[src/rtl/key_sequence_loader_pkg.sv]
// ---------------------------------------------------------------------------
// key_sequence_loader_pkg
// Shared types for the key-delivery stage of the time-varying logic-locked
// cores.
//   state_t    : loader FSM states (IDLE / LOAD / ARMED / RUN)
//   key_word_t : one schedule word at the default key width
//   DEF_*      : default schedule geometry
// ---------------------------------------------------------------------------
package key_sequence_loader_pkg;

  localparam int DEF_NUM_KEYS = 4;
  localparam int DEF_KEY_W    = 3;

  typedef logic [DEF_KEY_W-1:0] key_word_t;

  typedef enum logic [1:0] {
    ST_IDLE  = 2'd0,
    ST_LOAD  = 2'd1,
    ST_ARMED = 2'd2,
    ST_RUN   = 2'd3
  } state_t;

endpackage

[src/rtl/key_sequence_loader_if.sv]
// ---------------------------------------------------------------------------
// key_sequence_loader_if
// Bit-serial key load link.
//   ld_valid : a key bit is present on ld_data
//   ld_data  : key bit, word 0 first, LSB first within each word
//   ld_ready : loader accepts a bit this cycle
//   ld_abort : discard any partial/complete load and return to IDLE
//
// Handshake: a beat transfers on every rising edge where ld_valid and
// ld_ready are both high. ld_ready depends only on loader state, never on
// ld_valid. A bit offered while ld_ready is low is dropped, not held; the
// sender owns retrying it.
// ---------------------------------------------------------------------------
interface key_sequence_loader_if;

  logic ld_valid;
  logic ld_data;
  logic ld_ready;
  logic ld_abort;

  modport master (
    output ld_valid,
    output ld_data,
    output ld_abort,
    input  ld_ready
  );

  modport slave (
    input  ld_valid,
    input  ld_data,
    input  ld_abort,
    output ld_ready
  );

endinterface

[src/rtl/key_sched_regfile.sv]
// ---------------------------------------------------------------------------
// key_sched_regfile
// NUM_KEYS x KEY_W key schedule storage.
//   clock, reset_n : clock, asynchronous active-low reset (storage -> 0)
//   clr            : synchronous clear of every word (wins over we)
//   we             : write one bit: mem[wr_word][wr_bit] <= wr_data
//   rd_idx         : combinational read index (schedule slot)
//   rd_data        : word at rd_idx
// ---------------------------------------------------------------------------
module key_sched_regfile #(
  parameter int NUM_KEYS = 4,
  parameter int KEY_W    = 3,
  parameter int IDX_W    = $clog2(NUM_KEYS),
  parameter int BIT_W    = (KEY_W > 1) ? $clog2(KEY_W) : 1
) (
  input  logic             clock,
  input  logic             reset_n,
  input  logic             clr,
  input  logic             we,
  input  logic [IDX_W-1:0] wr_word,
  input  logic [BIT_W-1:0] wr_bit,
  input  logic             wr_data,
  input  logic [IDX_W-1:0] rd_idx,
  output logic [KEY_W-1:0] rd_data
);

  logic [KEY_W-1:0] mem [NUM_KEYS];

  always_ff @(posedge clock or negedge reset_n) begin
    if (!reset_n) begin
      for (int i = 0; i < NUM_KEYS; i++) mem[i] <= '0;
    end else if (clr) begin
      for (int i = 0; i < NUM_KEYS; i++) mem[i] <= '0;
    end else if (we) begin
      mem[wr_word][wr_bit] <= wr_data;
    end
  end

  assign rd_data = mem[rd_idx];

endmodule

[src/rtl/key_sequence_loader.sv]
// ---------------------------------------------------------------------------
// key_sequence_loader
// Receives a NUM_KEYS x KEY_W key schedule over a bit-serial link, stores
// it, and on start plays it onto the core key inputs one word per clock,
// stepping the phase in lockstep with the core's key-phase counter.
//
// Ports:
//   clock, reset_n : rising-edge clock, asynchronous active-low reset
//   ld             : serial load link (slave side, see key_sequence_loader_if)
//   start          : begin driving the schedule from ARMED (pulse)
//   resync         : force phase to 0 on the next edge while running (pulse)
//   stop           : leave RUN and return to ARMED (pulse)
//   key_out        : registered key word to the core, 0 outside RUN
//   phase          : registered current schedule slot, 0 outside RUN
//   loaded         : a complete schedule is held
//   running        : registered, high in RUN
//   load_err       : sticky, start seen in IDLE or LOAD; cleared by ld_abort
//   dbg_state      : current FSM state
// ---------------------------------------------------------------------------
module key_sequence_loader
  import key_sequence_loader_pkg::*;
#(
  parameter int NUM_KEYS = DEF_NUM_KEYS,
  parameter int KEY_W    = DEF_KEY_W,
  parameter int PH_W     = $clog2(NUM_KEYS)
) (
  input  logic                 clock,
  input  logic                 reset_n,
  key_sequence_loader_if.slave ld,
  input  logic                 start,
  input  logic                 resync,
  input  logic                 stop,
  output logic [KEY_W-1:0]     key_out,
  output logic [PH_W-1:0]      phase,
  output logic                 loaded,
  output logic                 running,
  output logic                 load_err,
  output state_t               dbg_state
);

  localparam int TOTAL_BITS = NUM_KEYS * KEY_W;
  localparam int BEAT_W     = $clog2(TOTAL_BITS + 1);
  localparam int BIT_W      = (KEY_W > 1) ? $clog2(KEY_W) : 1;

  state_t            state, state_nxt;
  logic [BEAT_W-1:0] beat_cnt, beat_nxt;
  logic              loaded_nxt;
  logic              err_nxt;
  logic [PH_W-1:0]   phase_nxt;
  logic              running_nxt;
  logic [KEY_W-1:0]  key_nxt;

  logic              abort_eff;
  logic              accept;
  logic              last_beat;
  logic              realign;
  logic [PH_W-1:0]   wr_word;
  logic [BIT_W-1:0]  wr_bit;
  logic [KEY_W-1:0]  rd_data;

  // Ready is purely a function of state so the sender never sees a
  // combinational path from its own valid.
  assign ld.ld_ready = (state == ST_IDLE) || (state == ST_LOAD);

  // Abort is honoured everywhere except RUN, and it overrides a beat
  // arriving in the same cycle.
  assign abort_eff = ld.ld_abort && (state != ST_RUN);
  assign accept    = ld.ld_valid && ld.ld_ready && !abort_eff;
  assign last_beat = accept && (beat_cnt == BEAT_W'(TOTAL_BITS - 1));

  // Beat n lands in bit (n mod KEY_W) of word (n / KEY_W).
  assign wr_word = PH_W'(int'(beat_cnt) / KEY_W);
  assign wr_bit  = BIT_W'(int'(beat_cnt) % KEY_W);

  // A start while already running restarts the schedule like resync.
  assign realign = resync || start;

  key_sched_regfile #(
    .NUM_KEYS (NUM_KEYS),
    .KEY_W    (KEY_W),
    .IDX_W    (PH_W),
    .BIT_W    (BIT_W)
  ) u_regfile (
    .clock   (clock),
    .reset_n (reset_n),
    .clr     (abort_eff),
    .we      (accept),
    .wr_word (wr_word),
    .wr_bit  (wr_bit),
    .wr_data (ld.ld_data),
    .rd_idx  (phase_nxt),
    .rd_data (rd_data)
  );

  // Next-state, counters and registered-output precompute.
  always_comb begin
    state_nxt   = state;
    beat_nxt    = beat_cnt;
    loaded_nxt  = loaded;
    err_nxt     = load_err;
    phase_nxt   = '0;
    running_nxt = 1'b0;
    key_nxt     = '0;

    unique case (state)
      ST_IDLE: begin
        if (accept) state_nxt = ST_LOAD;
      end
      ST_LOAD: begin
        if (abort_eff)      state_nxt = ST_IDLE;
        else if (last_beat) state_nxt = ST_ARMED;
      end
      ST_ARMED: begin
        if (abort_eff)  state_nxt = ST_IDLE;
        else if (start) state_nxt = ST_RUN;
      end
      ST_RUN: begin
        if (stop) state_nxt = ST_ARMED;
      end
      default: state_nxt = ST_IDLE;
    endcase

    if (abort_eff) begin
      beat_nxt   = '0;
      loaded_nxt = 1'b0;
    end else if (accept) begin
      beat_nxt = beat_cnt + BEAT_W'(1);
      if (last_beat) loaded_nxt = 1'b1;
    end

    if (abort_eff) begin
      err_nxt = 1'b0;
    end else if (start && ((state == ST_IDLE) || (state == ST_LOAD))) begin
      err_nxt = 1'b1;
    end

    // Phase advances only while staying in RUN without a realign request;
    // entering RUN or realigning restarts at slot 0. NUM_KEYS is a power
    // of two, so the natural wrap of the counter is the schedule wrap.
    if (state_nxt == ST_RUN) begin
      running_nxt = 1'b1;
      if ((state == ST_RUN) && !realign) phase_nxt = phase + PH_W'(1);
      else                               phase_nxt = '0;
      key_nxt = rd_data;
    end
  end

  always_ff @(posedge clock or negedge reset_n) begin
    if (!reset_n) begin
      state    <= ST_IDLE;
      beat_cnt <= '0;
      loaded   <= 1'b0;
      load_err <= 1'b0;
      phase    <= '0;
      running  <= 1'b0;
      key_out  <= '0;
    end else begin
      state    <= state_nxt;
      beat_cnt <= beat_nxt;
      loaded   <= loaded_nxt;
      load_err <= err_nxt;
      phase    <= phase_nxt;
      running  <= running_nxt;
      key_out  <= key_nxt;
    end
  end

  assign dbg_state = state;

endmodule

[src/flat_wrapper.sv]
// flat-port wrapper written by rule: the top's interface ports become plain ports
module key_sequence_loader_flat import key_sequence_loader_pkg::*;
#(
  parameter int NUM_KEYS = DEF_NUM_KEYS,
  parameter int KEY_W    = DEF_KEY_W,
  parameter int PH_W     = $clog2(NUM_KEYS)
)
  (clock, reset_n, start, resync, stop, key_out, phase, loaded, running, load_err, dbg_state, ld_ld_valid, ld_ld_data, ld_ld_abort, ld_ld_ready);
  key_sequence_loader_if ld_i ();
  input  logic clock;
  input  logic reset_n;
  input  logic start;
  input  logic resync;
  input  logic stop;
  output logic [KEY_W-1:0] key_out;
  output logic [PH_W-1:0] phase;
  output logic loaded;
  output logic running;
  output logic load_err;
  output state_t dbg_state;
  input wire logic [$bits(ld_i.ld_valid)-1:0] ld_ld_valid;
  input wire logic [$bits(ld_i.ld_data)-1:0] ld_ld_data;
  input wire logic [$bits(ld_i.ld_abort)-1:0] ld_ld_abort;
  output wire logic [$bits(ld_i.ld_ready)-1:0] ld_ld_ready;
  assign ld_i.ld_valid = ld_ld_valid;
  assign ld_i.ld_data = ld_ld_data;
  assign ld_i.ld_abort = ld_ld_abort;
  assign ld_ld_ready = ld_i.ld_ready;
  key_sequence_loader #(.NUM_KEYS(NUM_KEYS), .KEY_W(KEY_W), .PH_W(PH_W)) u_core (.clock(clock), .reset_n(reset_n), .ld(ld_i), .start(start), .resync(resync), .stop(stop), .key_out(key_out), .phase(phase), .loaded(loaded), .running(running), .load_err(load_err), .dbg_state(dbg_state));
endmodule
[config.mk]
export PLATFORM = sky130hd
export DESIGN_NAME = key_sequence_loader_flat
export DESIGN_NICKNAME = d
export VERILOG_FILES = /design/src/rtl/key_sequence_loader_pkg.sv /design/src/rtl/key_sequence_loader_if.sv /design/src/rtl/key_sched_regfile.sv /design/src/rtl/key_sequence_loader.sv /design/src/flat_wrapper.sv
export SDC_FILE = /design/constraint.sdc
export NUM_CORES = 1
export LEC_CHECK = 0
export CORE_ASPECT_RATIO = 1.25
export CORE_MARGIN = 2
export CORE_UTILIZATION = 49
export CTS_CLUSTER_DIAMETER = 60
export CTS_CLUSTER_SIZE = 16
export DETAILED_ROUTE_END_ITERATION = 7
export PLACE_DENSITY = 0.79
export SLEW_MARGIN = 20
export SYNTH_ARGS = -nofsm -noshare
export SYNTH_HDL_FRONTEND = slang
export SYNTH_SLANG_ARGS = --single-unit
[constraint.sdc]
create_clock -name clock -period 3.3 [get_ports clock]
set_input_delay 0.66 -clock clock [delete_from_list [all_inputs] [get_ports clock]]
set_output_delay 0.66 -clock clock [all_outputs]
set_load 0.01 [all_outputs]
==> key figures <==
Run status
  • Status: complete, no violations

Yosys
  • Number of synthesized flops with an enable pin: 0
  • Ys Warns: 0
  • Top_reg_cell synth: dfrtp_1
  • Synth Area per Inst: 10.1 um^2
  • Syn_nets: 159
  • Seq/Total Area, Yosys: 44.6%
  • Synth unique cells: 38
  • Ys async rst share: 100%
  • Synth Register Bits: 26
  • Post-Syn Instances: 144
  • Mapped Area: 0.00146 mm^2

Worst setup path
  • Max FO, Critical Path: 13
  • Reg-to-reg setup timing slack: 0.20 ns
  • Setup CP Type: reg2reg
  • Critical path launch point type: flop
  • Worst Setup End Kind: flop
  • Reg2reg start: u_core.beat_cnt[3]$_DFFE_PN0P_
  • Worst R2R Path Depth: 11
  • Reg2reg end: u_core.u_regfile.mem[11]$_DFFE_PN0P_
  • Worst Path Required: 3.51 ns
  • CP arrival: 3.31 ns

Hold path
  • Hold endpoint: u_core.loaded$_DFFE_PN0P_
  • Hold Path Origin: u_core.loaded$_DFFE_PN0P_
  • HP Class: reg2reg
  • Hold Path Depth: 2

Timing
  • Final Cycle Share: 94.1%
  • Final setup fails: 0
  • Slew HR: 70.6%
  • Final hold slack: 0.519 ns
  • Max-slew violation count: 0
  • Fmax: 322 MHz
  • Minimum clock period: 3.10 ns
  • Clk_skew: 0.00501 ns
  • Slew @ Worst Pin: 0.440 ns
  • Fin. Hold Viols: 0

Cells and area
  • Most common cell after layout, fill and taps aside: dfrtp_1
  • Post-layout nets: 179
  • Finished Layout Cells: 199
  • Most frequent cells in the layout: dfrtp_1, nand2_1, clkdlybuf4s50_1, nor2_1, mux2i_1
  • Multi-input logic area: 762 um^2
  • FF+latch area: 653 um^2
  • Antenna cell count: 0
  • Design Area, Final: 0.00176 mm^2
  • Layout cells sized above 1: 12.3%
  • Area Overhead vs Synth: 20.8%
  • Layout fillers: 251

Detailed routing
  • Wire per inst: 15.6 um
  • Via Count: 1169
  • # DRC: 0
  • DR pass1 iterations: 4
  • Final WL: 3110 um
  • Vias per cell: 5.87
  • Antenna viol nets, final: 0
  • First-iteration detailed-routing DRC count: 43

Global routing
  • Initial antenna violation count: 0
  • First-pass GRT wire length: 5420 um
  • Vias in the first global route: 1200
  • GRT overflow: 0
  • Largest net degree at the start of global routing: 27
  • Gr usage total: 21.6%

Floorplanning
  • Die footprint: 0.00343 mm^2
  • Initial Util: 50.4%
  • IO Count: 19
  • Die Width: 52.8 um
  • Core Rows: 22
  • Die Y: 65.0 um
  • Core region area: 0.00289 mm^2

Clock tree
  • Root Buffer: clkbuf_4
  • Clock slew at reported path FFs: 0.14 ns
  • Clock Sinks: 26
  • CTS tree: yes
  • Htree depth: 1
  • Max Root-Sink Buffers: 2
  • Clk_lat worst skew: 0.32 ns
  • Num CTS Buffers: 3

Place
  • HPWL after DPL: 2330 um
  • DP Area: 0.00167 mm^2
  • GP Congestion: 0.928
  • IO Port Bufs: 18
  • Inst Count DP: 193

Power and ir drop
  • Pwr/cell area: 354 mW/mm^2
  • Lkg Pwr: 0.000785 uW
  • Highest ir drop seen on vdd: 0.000329 V

Flow run
  • Max Cap Viol: 0
-- critical path, stage by stage, from the launching register on --
cell,delay (ns)
dfrtp_2,0.52
ha_1,0.35
nand2b_1,0.22
a41oi_4,0.34
xnor2_1,0.11
ha_1,0.19
or4b_1,0.52
o31a_1,0.13
nor2_1,0.10
buf_4,0.18
nand4_1,0.17
mux2i_1,0.16
-- cell usage after synthesis, drive strengths merged, types with 2 or more instances --
| library cell | count | share of area (%) |
|---|---|---|
| dfrtp | 26 | 45 |
| nand2 | 19 | 5.1 |
| mux2i | 10 | 6.9 |
| nor2 | 10 | 2.6 |
| inv | 8 | 2.1 |
| ha | 7 | 6.0 |
| clkbuf | 6 | 1.5 |
| and2 | 5 | 2.1 |
| o21ai | 5 | 1.7 |
| nand3 | 4 | 1.4 |
| nor3b | 4 | 2.1 |
| a21oi | 3 | 1.0 |
| mux4 | 3 | 4.6 |
| nand4 | 3 | 1.3 |
| nor2b | 3 | 1.3 |
| nor4 | 3 | 1.3 |
| xnor2 | 3 | 1.8 |
| buf | 2 | 1.1 |
| nor3 | 2 | 0.69 |
| o311ai | 2 | 1.2 |
| o41ai | 2 | 1.2 |
| or3 | 2 | 1.2 |
-- registers in the layout, summed over array words and instances, names as in the netlist --
signal                flops
u_core.dbg_state          2
u_core.key_out            3
u_core.loaded             1
u_core.load_err           1
u_core.running            1
u_core.beat_cnt           4
u_core.u_regfile.mem     12
u_core.phase              2
-- routing by layer --
metal / track usage [%] / vias to the layer above / wire, um
met1: 26.7 / 577 / 1330
li1: - / 543 / -
met4: 11.5 / 0 / 121
met3: 3.00 / 12 / 103
met5: 0 / - / 0
met2: 35.6 / 37 / 1550
-- stage by stage --
step / utilization, % / total power, uW / worst slack, ns / setup TNS [ns]
after floorplan: - / 376 / 0.101 / 0
after global placement: 57.7 / 406 / 0.212 / 0
after detailed placement: 57.7 / 410 / 0.0749 / 0
after CTS: 59.5 / 630 / 0.0444 / 0
after global routing: 60.9 / 658 / -0.0132 / -0.0132
final: 60.9 / 623 / 0.195 / 0
-- logic make-up after synthesis --
group / after synthesis / share of synthesized area, %
AND/OR/NAND/NOR: 58 / 20.5
flip-flops: 26 / 44.6
AO/OA/AOI/OAI: 19 / 9.44
buffers and inverters: 16 / 4.72
multiplexers: 14 / 12.3
adder cells (fa/ha/maj): 7 / 6.01
XOR/XNOR: 4 / 2.40
-- cell type report --
type,instances,share of cell area (%)
Clock inverter,1,1.71
Multi-Input combinational cell,102,43.3
Tap cell,36,2.56
Inverter,8,1.71
Timing Repair Buffer,23,12.4
Sequential cell,26,37.1
Clock buffer,3,1.28
-- worst max path at each step --
stage	startpoint	end	slack, ns	cells past startpoint
6_report	u_core.beat_cnt[3]$_DFFE_PN0P_	u_core.u_regfile.mem[11]$_DFFE_PN0P_	0.20	11
5_1_grt	u_core.beat_cnt[2]$_DFFE_PN0P_	u_core.u_regfile.mem[11]$_DFFE_PN0P_	-0.01	13
4_1_cts	u_core.beat_cnt[2]$_DFFE_PN0P_	u_core.u_regfile.mem[11]$_DFFE_PN0P_	0.04	13
3_5_place_dp	u_core.beat_cnt[3]$_DFFE_PN0P_	u_core.u_regfile.mem[11]$_DFFE_PN0P_	0.07	11
3_3_place_gp	u_core.beat_cnt[3]$_DFFE_PN0P_	u_core.u_regfile.mem[11]$_DFFE_PN0P_	0.21	11
2_1_floorplan	u_core.beat_cnt[2]$_DFFE_PN0P_	u_core.u_regfile.mem[3]$_DFFE_PN0P_	0.10	12
-- power breakdown --
group	switching [uW]	internal [uW]	leakage [uW]
logic	39.5	31.8	0.000402
registers	8.37	325	0.000355
clock network	96.0	123	0.0000279
-- what timing repair did --
action                     CTS  global route
gates resized for setup      0             5
setup endpoints to repair    0            12
hold buffers                 0             0
buffers inserted             0             2
Note: power is estimated with default switching activity, not from simulation.
